### config.mk
export PLATFORM = sky130hd
export DESIGN_NAME = i2c_addr_xlate_mc_flat
export DESIGN_NICKNAME = d
export VERILOG_FILES = /design/src/rtl/i2c_addr_xlate_mc_if.sv /design/src/rtl/i2c_addr_xlate_mc.sv /design/src/flat_wrapper.sv
export SDC_FILE = /design/constraint.sdc
export NUM_CORES = 1
export LEC_CHECK = 0
export ABC_AREA = 1
export ABC_CLOCK_PERIOD_IN_PS = 4400
export CELL_PAD_IN_SITES_DETAIL_PLACEMENT = 1
export CELL_PAD_IN_SITES_GLOBAL_PLACEMENT = 1
export CORE_MARGIN = 8
export CORE_UTILIZATION = 34
export CTS_BUF_LIST = sky130_fd_sc_hd__clkbuf_16
export DETAILED_ROUTE_END_ITERATION = 16
export GPL_TIMING_DRIVEN = 0
export PLACE_DENSITY_LB_ADDON = 0.1
export SYNTH_ARGS = -nofsm -noshare
export SYNTH_HDL_FRONTEND = slang
export SYNTH_SLANG_ARGS = --single-unit
### constraint.sdc
create_clock -name SCL -period 4.4 [get_ports SCL]
set_clock_uncertainty 0.15 [all_clocks]
set_input_delay 0.66 -clock SCL [delete_from_list [all_inputs] [get_ports SCL]]
set_output_delay 0.66 -clock SCL [all_outputs]
set_load 0.02 [all_outputs]
### src/rtl/i2c_addr_xlate_mc_if.sv
// i2c_addr_xlate_mc_if: upstream SDA plus per-channel downstream SDA lines of the address translator
interface i2c_addr_xlate_mc_if #(parameter int NUM_CH = 4);
  logic SDA;
  logic SDA_US;
  logic [NUM_CH-1:0] SDA_DS_IN;
  logic [NUM_CH-1:0] SDA_DS;
  modport master(output SDA, SDA_DS_IN, input SDA_DS, SDA_US);
  modport slave(input SDA, SDA_DS_IN, output SDA_DS, SDA_US);
endinterface

### src/rtl/i2c_addr_xlate_mc.sv
// i2c_addr_xlate_mc: table-driven I2C address translator bridging one upstream bus to NUM_CH downstream channels
module i2c_addr_xlate_mc #(
  parameter int NUM_CH = 4,
  parameter int NUM_MAP = 4,
  parameter int MAX_BYTES = 16,
  parameter int CNT_W = 8,
  parameter int CH_W = (NUM_CH > 1) ? $clog2(NUM_CH) : 1
) (
  input  logic                    SCL,
  input  logic                    rst,
  i2c_addr_xlate_mc_if.slave      bus,
  input  logic [NUM_MAP*7-1:0]    MAP_VIRT,
  input  logic [NUM_MAP*7-1:0]    MAP_PHYS,
  input  logic [NUM_MAP*CH_W-1:0] MAP_CH,
  input  logic [NUM_MAP-1:0]      MAP_EN,
  output logic                    busy,
  output logic [CH_W-1:0]         active_ch,
  output logic [CNT_W-1:0]        miss_cnt
);
  localparam int BW = $clog2(MAX_BYTES + 1);
  localparam logic [BW-1:0] MAXB = BW'(MAX_BYTES);
  localparam logic [2:0] S_IDLE = 3'd0, S_ADDR = 3'd1, S_XLATE = 3'd2, S_AACK = 3'd3,
                         S_WDATA = 3'd4, S_RDATA = 3'd5, S_DACK = 3'd6, S_DROP = 3'd7;
  logic [2:0] r_st, w_nst, r_bit;
  logic [BW-1:0] r_bytes, w_bn;
  logic [6:0] r_sh, w_phys;
  logic [7:0] r_tx, w_dec;
  logic [CH_W-1:0] w_ch;
  logic [NUM_CH-1:0] w_ds;
  logic w_us, w_hit, w_lo, w_ack, w_dec_edge;
  always_comb begin
    w_dec = {r_sh, bus.SDA};
    w_lo = r_bit == 3'd7;
    w_dec_edge = (r_st == S_ADDR) && w_lo;
    w_bn = r_bytes + 1'b1;
    w_hit = 1'b0;
    w_phys = '0;
    w_ch = '0;
    for (int k = NUM_MAP - 1; k >= 0; k--)
      if (MAP_EN[k] && MAP_VIRT[7*k +: 7] == w_dec[7:1]) begin
        w_hit = 1'b1;
        w_phys = MAP_PHYS[7*k +: 7];
        w_ch = (NUM_CH > 1) ? MAP_CH[CH_W*k +: CH_W] : '0;
      end
    w_nst = r_st;
    w_ds = '1;
    w_us = 1'b1;
    w_ack = 1'b1;
    case (r_st)
      S_IDLE: w_nst = bus.SDA ? S_IDLE : S_ADDR;
      S_ADDR: w_nst = !w_lo ? S_ADDR : w_hit ? S_XLATE : S_DROP;
      S_XLATE: begin
        w_ds[active_ch] = r_tx[~r_bit];
        w_nst = w_lo ? S_AACK : S_XLATE;
      end
      S_AACK: begin
        w_us = bus.SDA_DS_IN[active_ch];
        w_nst = w_us ? S_IDLE : r_tx[0] ? S_RDATA : S_WDATA;
      end
      S_WDATA: begin
        w_ds[active_ch] = bus.SDA;
        w_nst = w_lo ? S_DACK : S_WDATA;
      end
      S_RDATA: begin
        w_us = bus.SDA_DS_IN[active_ch];
        w_nst = w_lo ? S_DACK : S_RDATA;
      end
      S_DACK: begin
        w_ack = r_tx[0] ? bus.SDA : bus.SDA_DS_IN[active_ch];
        if (r_tx[0]) w_ds[active_ch] = w_ack;
        else w_us = w_ack;
        w_nst = (w_ack || w_bn == MAXB) ? S_IDLE : r_tx[0] ? S_RDATA : S_WDATA;
      end
      default: w_nst = S_IDLE;
    endcase
    if (w_nst == S_IDLE) begin
      w_ds = '1;
      w_us = 1'b1;
    end
  end
  always_ff @(posedge SCL) begin
    if (!rst) begin
      r_st <= S_IDLE;
      r_bit <= '0;
      r_bytes <= '0;
      r_sh <= '0;
      r_tx <= '0;
      bus.SDA_DS <= '1;
      bus.SDA_US <= 1'b1;
      busy <= 1'b0;
      active_ch <= '0;
      miss_cnt <= '0;
    end else begin
      r_st <= w_nst;
      r_bit <= (r_st == S_IDLE || w_nst != r_st) ? '0 : r_bit + 3'd1;
      r_bytes <= (r_st == S_IDLE) ? '0 : (r_st == S_DACK) ? w_bn : r_bytes;
      r_sh <= {r_sh[5:0], bus.SDA};
      r_tx <= (w_dec_edge && w_hit) ? {w_phys, w_dec[0]} : r_tx;
      miss_cnt <= (w_dec_edge && !w_hit && !(&miss_cnt)) ? miss_cnt + 1'b1 : miss_cnt;
      active_ch <= (w_nst == S_IDLE) ? '0 : (w_dec_edge && w_hit) ? w_ch : active_ch;
      busy <= w_nst != S_IDLE;
      bus.SDA_DS <= w_ds;
      bus.SDA_US <= w_us;
    end
  end
endmodule

### src/flat_wrapper.sv
// flat-port wrapper written by rule: the top's interface ports become plain ports
module i2c_addr_xlate_mc_flat 
#(
  parameter int NUM_CH = 4,
  parameter int NUM_MAP = 4,
  parameter int MAX_BYTES = 16,
  parameter int CNT_W = 8,
  parameter int CH_W = (NUM_CH > 1) ? $clog2(NUM_CH) : 1
)
  (SCL, rst, MAP_VIRT, MAP_PHYS, MAP_CH, MAP_EN, busy, active_ch, miss_cnt, bus_SDA, bus_SDA_DS_IN, bus_SDA_DS, bus_SDA_US);
  i2c_addr_xlate_mc_if #(.NUM_CH(NUM_CH)) bus_i ();
  input  logic SCL;
  input  logic rst;
  input  logic [NUM_MAP*7-1:0] MAP_VIRT;
  input  logic [NUM_MAP*7-1:0] MAP_PHYS;
  input  logic [NUM_MAP*CH_W-1:0] MAP_CH;
  input  logic [NUM_MAP-1:0] MAP_EN;
  output logic busy;
  output logic [CH_W-1:0] active_ch;
  output logic [CNT_W-1:0] miss_cnt;
  input wire logic [$bits(bus_i.SDA)-1:0] bus_SDA;
  input wire logic [$bits(bus_i.SDA_DS_IN)-1:0] bus_SDA_DS_IN;
  output wire logic [$bits(bus_i.SDA_DS)-1:0] bus_SDA_DS;
  output wire logic [$bits(bus_i.SDA_US)-1:0] bus_SDA_US;
  assign bus_i.SDA = bus_SDA;
  assign bus_i.SDA_DS_IN = bus_SDA_DS_IN;
  assign bus_SDA_DS = bus_i.SDA_DS;
  assign bus_SDA_US = bus_i.SDA_US;
  i2c_addr_xlate_mc #(.NUM_CH(NUM_CH), .NUM_MAP(NUM_MAP), .MAX_BYTES(MAX_BYTES), .CNT_W(CNT_W), .CH_W(CH_W)) u_core (.SCL(SCL), .rst(rst), .bus(bus_i), .MAP_VIRT(MAP_VIRT), .MAP_PHYS(MAP_PHYS), .MAP_CH(MAP_CH), .MAP_EN(MAP_EN), .busy(busy), .active_ch(active_ch), .miss_cnt(miss_cnt));
endmodule
==> results of run 1 <==
## worst paths after layout
| path | end | slack [ns] |
|---|---|---|
| max | u_core.active_ch[0] | 1.81 |
| min | u_core.r_tx[3] | 0.36 |
| max reg2reg | u_core.active_ch[0] | 2.19 |
| min reg2reg | u_core.r_tx[3] | 0.36 |
## metal layers
layer	share of wire (%)	up-vias	routed length, um
met5	0	-	0
met4	0.51	0	49
met3	4.4	5	418
met2	50	59	4790
met1	45	1561	4260
li1	-	1774	-
## layout make-up
cell class	count	area (um^2)
tap	108	135
buffer	8	50.0
clock inverter	3	12.5
timing repair buffer	90	901
fill	1203	4460
clock buffer	5	125
multi-input combinational	374	1760
inverter	82	309
sequential	42	841
## cells in the final DEF, fill, tap and decap left out, types with 2 or more instances in the layout
cell | netlist | routed
and3_1 | 4 | 4
nand2_1 | 182 | 182
o21ai_0 | 21 | 21
nand2_4 | 2 | 2
ha_1 | 5 | 5
buf_2 | 4 | 4
nand3_1 | 27 | 27
o21ai_1 | 10 | 10
o211ai_1 | 4 | 4
clkdlybuf4s50_1 | 0 | 90
clkbuf_16 | 0 | 5
nand2_2 | 6 | 6
inv_1 | 70 | 71
a21oi_2 | 2 | 2
clkbuf_1 | 2 | 2
inv_2 | 11 | 11
xnor2_1 | 2 | 2
nor3_1 | 4 | 4
nand3_2 | 2 | 2
nor2_2 | 3 | 3
a21oi_1 | 19 | 19
nand4_1 | 6 | 6
dfxtp_1 | 42 | 42
nor2_1 | 55 | 55
xor2_1 | 3 | 3
a31oi_1 | 8 | 8
clkinv_2 | 1 | 2
## report_power, final
| part | switching, mW | total (mW) | leakage (nW) | internal, mW |
|---|---|---|---|---|
| registers | 0.00368 | 0.388 | 0.340 | 0.384 |
| clock network | 0.140 | 0.345 | 0.0724 | 0.205 |
| logic | 0.0604 | 0.141 | 1.51 | 0.0806 |
## cell families (layout without fill, tap and decap cells)
| family | after synthesis | count (layout) | share of synthesized area (%) |
|---|---|---|---|
| XOR/XNOR | 5 | 5 | 1.48 |
| adder cells (fa/ha/maj) | 5 | 5 | 2.11 |
| flip-flops | 42 | 42 | 28.4 |
| AO/OA/AOI/OAI | 68 | 68 | 12.9 |
| AND/OR/NAND/NOR | 296 | 296 | 43.0 |
| buffers and inverters | 90 | 188 | 12.1 |
## per-stage QoR
stage | cells | setup slack [ns] | hold slack (ns) | power [mW] | instance area [um^2]
2_1_floorplan | 506 | 2.40 | 0.307 | 0.449 | 2960
3_3_place_gp | 704 | 1.63 | 0.341 | 0.534 | 4000
3_5_place_dp | 704 | 1.57 | 0.339 | 0.538 | 4000
4_1_cts | 712 | 1.86 | 0.356 | 0.885 | 4130
5_1_grt | 712 | 1.65 | 0.387 | 0.915 | 4130
6_report | 712 | 1.81 | 0.356 | 0.874 | 4130
## critical path, cell delays in order
cell and delay, ns:
clkdlybuf4s50_1 0.47, inv_1 0.04, nand2_1 0.05, nand2_1 0.05, nor2_1 0.21, nand2_1 0.17, nor2_8 0.20, nor2_4 0.08
nand2_4 0.08, nand2_1 0.07, nand2_1 0.10, nand3_2 0.09, nand2_2 0.13, nand2_4 0.11, nand2_2 0.08, inv_2 0.03
## flip-flops by register name (all words and copies together), names as in the netlist, 2 cells and up
| signal | flops |
|---|---|
| u_core.r_st | 3 |
| u_core.r_bytes | 5 |
| u_core.r_bit | 3 |
| u_core.r_sh | 7 |
| u_core.bus.SDA_DS | 4 |
| u_core.r_tx | 8 |
| u_core.miss_cnt | 8 |
| u_core.active_ch | 2 |
==> results.yml, run 1 <==
drt:
  wl_per_cell_um: 13.4
  drt-initial-drc-count: 75
  routed_wl_um: 9520
  vias: 3399
  dr.pass1.iters: 4
  drc: 0
  ant_nets: 0
  via_per_inst: 4.77
cts:
  cts_tree: "done"
  clk_pin_slew_ns: 0.06
  clockBufferDepth: 2
  cts_sinks: 42
  root_buffer: "clkbuf_16"
  hold_buffers: 0
  h-tree-depth: 2
  cts_setup_buffers: 0
  numCtsBuffers: 5
  clk_latency_ns: 0.28
  ctsResizeCount: 0
setup_path:
  rr_startpoint: "u_core.r_sh[4]"
  worstPathRequired_ns: 4.43
  crit_start: "MAP_VIRT[27]"
  rr_worst_depth: 15
  cp.arrival_ns: 2.62
  crit_fanout: 10
  cp-end-kind: "flop"
  setup.worst_path.class: "in2reg"
  cp-start-kind: "input pin"
yosys:
  avgSynthCellArea_um2: 5.85
  netlist.area_leader.share_pct: 28.4
  synth_warnings: 0
  yosysSeqAreaShare_pct: 28.4
  synth_cell_types: 36
  synth_seq_cells: 42
  synth_edf_count: 0
  syn-cell-area_um2: 2960
  synth_most_common_cell: "nand2_1"
  synth_top_area_cell: "dfxtp_1"
  netlist_top_cells_area: "dfxtp_1 28%, nand2_1 23%, inv_1 8.9%"
  syn-num-nets: 586
  synth_ff_type: "dfxtp_1"
  ys_top_cells_by_count: "182 x nand2_1, 70 x inv_1, 55 x nor2_1, 42 x dfxtp_1, 27 x nand3_1"
  async_flop_share_pct: 0
  postSynthCellCount: 506
floorplanning:
  die-area_um2: 11900
  placementRows: 34
  ios: 91
  die-width_um: 109
  start_util_pct: 34.4
  core_um2: 8590
  die_height_um: 109
finish:
  drive_above_1_share_pct: 7.28
  fin_util_pct: 48.1
  nets: 683
  diodes: 0
  synthToLayoutAreaGrowth_pct: 39.7
pwr:
  peakVddDrop_mv: 0.142
  power.density_nw_per_um2: 211
  p_leak_nw: 1.92
status:
  outcome: "finished clean"
run:
  maxCapViolations: 0
sta:
  worst_pin_slew_ns: 0.433
  timing.slew.headroom_pct: 70.8
  fin_crit_ns: 2.59
  drv_slew: 0
  setup_tns_ns: 0
  rsz0062_at_grt: "no"
  fmax_mhz: 386
  hold_viol_final: 0
  fin_crit_sh_pct: 58.8
  setup_viol: 0
global_route:
  use_met2_pct: 29.5
  track_usage_pct: 16.2
  antenna_found_initial: 0
  grt_pass1_wl_um: 15700
  use_met1_pct: 19.1
  busiest_layer: "met2"
  globalRouteOverflowTotal: 0
  met3_usage_pct: 3.46
  grt_max_degree: 13
  grt_pass1_vias: 3512
worst_hold_path:
  hold-path-cell-count: 2
  min-delay-start: "u_core.r_tx[3]"
  min_path_type: "reg2reg"
placed_design:
  port_buffers: 90
  place_congestion: 0.851
  place_hpwl_um: 7980
(Power assumes the default switching activity.)
==> run 2, diff against run 1 <==
Settings changed: ABC_CLOCK_PERIOD_IN_PS 4400 to 2400, CORE_UTILIZATION 34 to 31.
Clock period 4.4 ns to 2.4 ns, I/O delays scaled along.
==> run 2 against run 1 <==
Die area grew 8.2%. Sequential power grew 83%. Sequential share of layout area shrank 0.18 points. First-iteration DRC count grew 15%. Power grew 86%. Non-clock buffer count is the same. Largest cell class unchanged. Largest power group unchanged.
==> results.yml, run 2 (same netlist as run 1, synthesis figures left out) <==
status:
  outcome: "finished clean"
pwr:
  comb_power_share_pct: 15.8
  p_sw_mw: 0.396
  p_leak_nw: 1.92
  swShare_pct: 24.3
  finalPower_mw: 1.63
  internal-power_mw: 1.23
  seqPwrFrac_pct: 43.7
  power_frac_clock_pct: 40.5
  peakVddDrop_mv: 0.287
  power.density_nw_per_um2: 390
global_route:
  grt_pass1_vias: 3567
  track_usage_pct: 15.2
  grt_pass1_wl_um: 16300
  antenna_found_initial: 0
  globalRouteOverflowTotal: 0
  grt_max_degree: 14
drt:
  dr.pass1.iters: 4
  drc: 0
  vias: 3394
  drt-initial-drc-count: 86
  routed_wl_um: 9620
  wl_per_cell_um: 13.1
  via_per_inst: 4.63
  ant_nets: 0
sta:
  fin_crit_sh_pct: 91.2
  setup_tns_ns: 0
  timing.slew.headroom_pct: 70.6
  fin_crit_ns: 2.19
  setup_viol: 0
  fmax_mhz: 457
  setup_ws_ns: 0.211
  whs_ns: 0.363
  worst_pin_slew_ns: 0.437
  drv_slew: 0
  rsz0062_at_grt: "no"
  hold_viol_final: 0
placed_design:
  post-place-ws_ns: -0.138
  dpl-instance-area_um2: 4020
  place_congestion: 0.793
  dpl.cell_count: 725
  place_hpwl_um: 8100
  port_buffers: 90
floorplanning:
  die-width_um: 114
  die-area_um2: 12900
  ios: 91
  core_um2: 9240
  die_height_um: 114
  start_util_pct: 32.0
  placementRows: 35
cts:
  clk_pin_slew_ns: 0.06
  cts_sinks: 42
  hold_buffers: 0
  cts_tree: "done"
  clockBufferDepth: 2
  numCtsBuffers: 5
  h-tree-depth: 2
  clk_latency_ns: 0.29
  root_buffer: "clkbuf_16"
finish:
  layout_commonest_cell: "nand2_1"
  nets: 683
  drive_above_1_share_pct: 7.62
  reg.largest.list: "u_core.miss_cnt (8), u_core.r_tx (8), u_core.r_sh (7)"
  final_area_um2: 4170
  instances_no_fill: 733
  synthToLayoutAreaGrowth_pct: 40.9
  fin_util_pct: 45.1
  most-common-layout-cells: "182 x nand2_1, 90 x clkdlybuf4s50_1, 70 x inv_1"
  diodes: 0
setup_path:
  cp.arrival_ns: 2.22
  cp-end-kind: "flop"
  crit_fanout: 10
  worstPathRequired_ns: 2.43
  cp-start-kind: "input pin"
  setup.worst_path.class: "in2reg"
  rrSetupSlack_ns: 0.22
run:
  maxCapViolations: 0
worst_hold_path:
  min_path_type: "reg2reg"
[run 2: changes by cell type in the layout (fill, tap and decap cells not counted), sizes merged]
| cell | before | now |
|---|---|---|
| inv | 82 | 81 |
| clkinvlp | 0 | 1 |
[run 2: cell type report]
cell class | instances | area [um^2]
Buffer | 8 | 50.0
Clock buffer | 5 | 125
Clock inverter | 3 | 16.3
Fill cell | 1252 | 5070
Inverter | 82 | 309
Multi-Input combinational cell | 374 | 1770
Sequential cell | 42 | 841
Tap cell | 129 | 161
Timing Repair Buffer | 90 | 901
[run 2: power by group through the flow]
stage	sequential, mW	combinational, mW	clock, mW
floorplan	0.726	0.0977	0
global placement	0.726	0.252	0
detailed placement	0.727	0.258	0
CTS	0.711	0.260	0.670
global route	0.711	0.286	0.715
finish	0.711	0.257	0.659
[run 2: repair_timing]
action	4_1_cts	5_1_grt
endpoints found under the setup margin	0	2
resized for setup	0	2
hold endpoints to repair	0	0
buffers inserted	0	0
[run 2: critical path, cell delays in order]
cell and delay (ns):
clkdlybuf4s50_1 0.49, inv_1 0.05, nand2_1 0.05, nand2_1 0.06, nor2_1 0.16, nand2_1 0.16, nor2_8 0.20, nor2_4 0.08
nand2_4 0.08, nand3_4 0.08, clkinv_2 0.13, buf_8 0.15, nand2_2 0.04, nor2_1 0.10, nor2_1 0.04
[run 2: worst paths after layout]
check	start	endpoint	depth (start not counted)
setup / recovery	MAP_VIRT[27]	u_core.r_tx[5]	15
hold / removal	u_core.r_sh[4]	u_core.r_sh[5]	2
setup reg to reg	u_core.r_bit[1]	u_core.miss_cnt[1]	9
hold reg to reg	u_core.r_sh[4]	u_core.r_sh[5]	2
[run 2: layer usage]
layer | vias up | routed length [um] | track usage (%)
met5 | - | 0 | 0
met4 | 0 | 26 | 1.33
met3 | 3 | 515 | 4.65
met2 | 61 | 4610 | 26.9
met1 | 1552 | 4470 | 18.1
li1 | 1778 | - | -
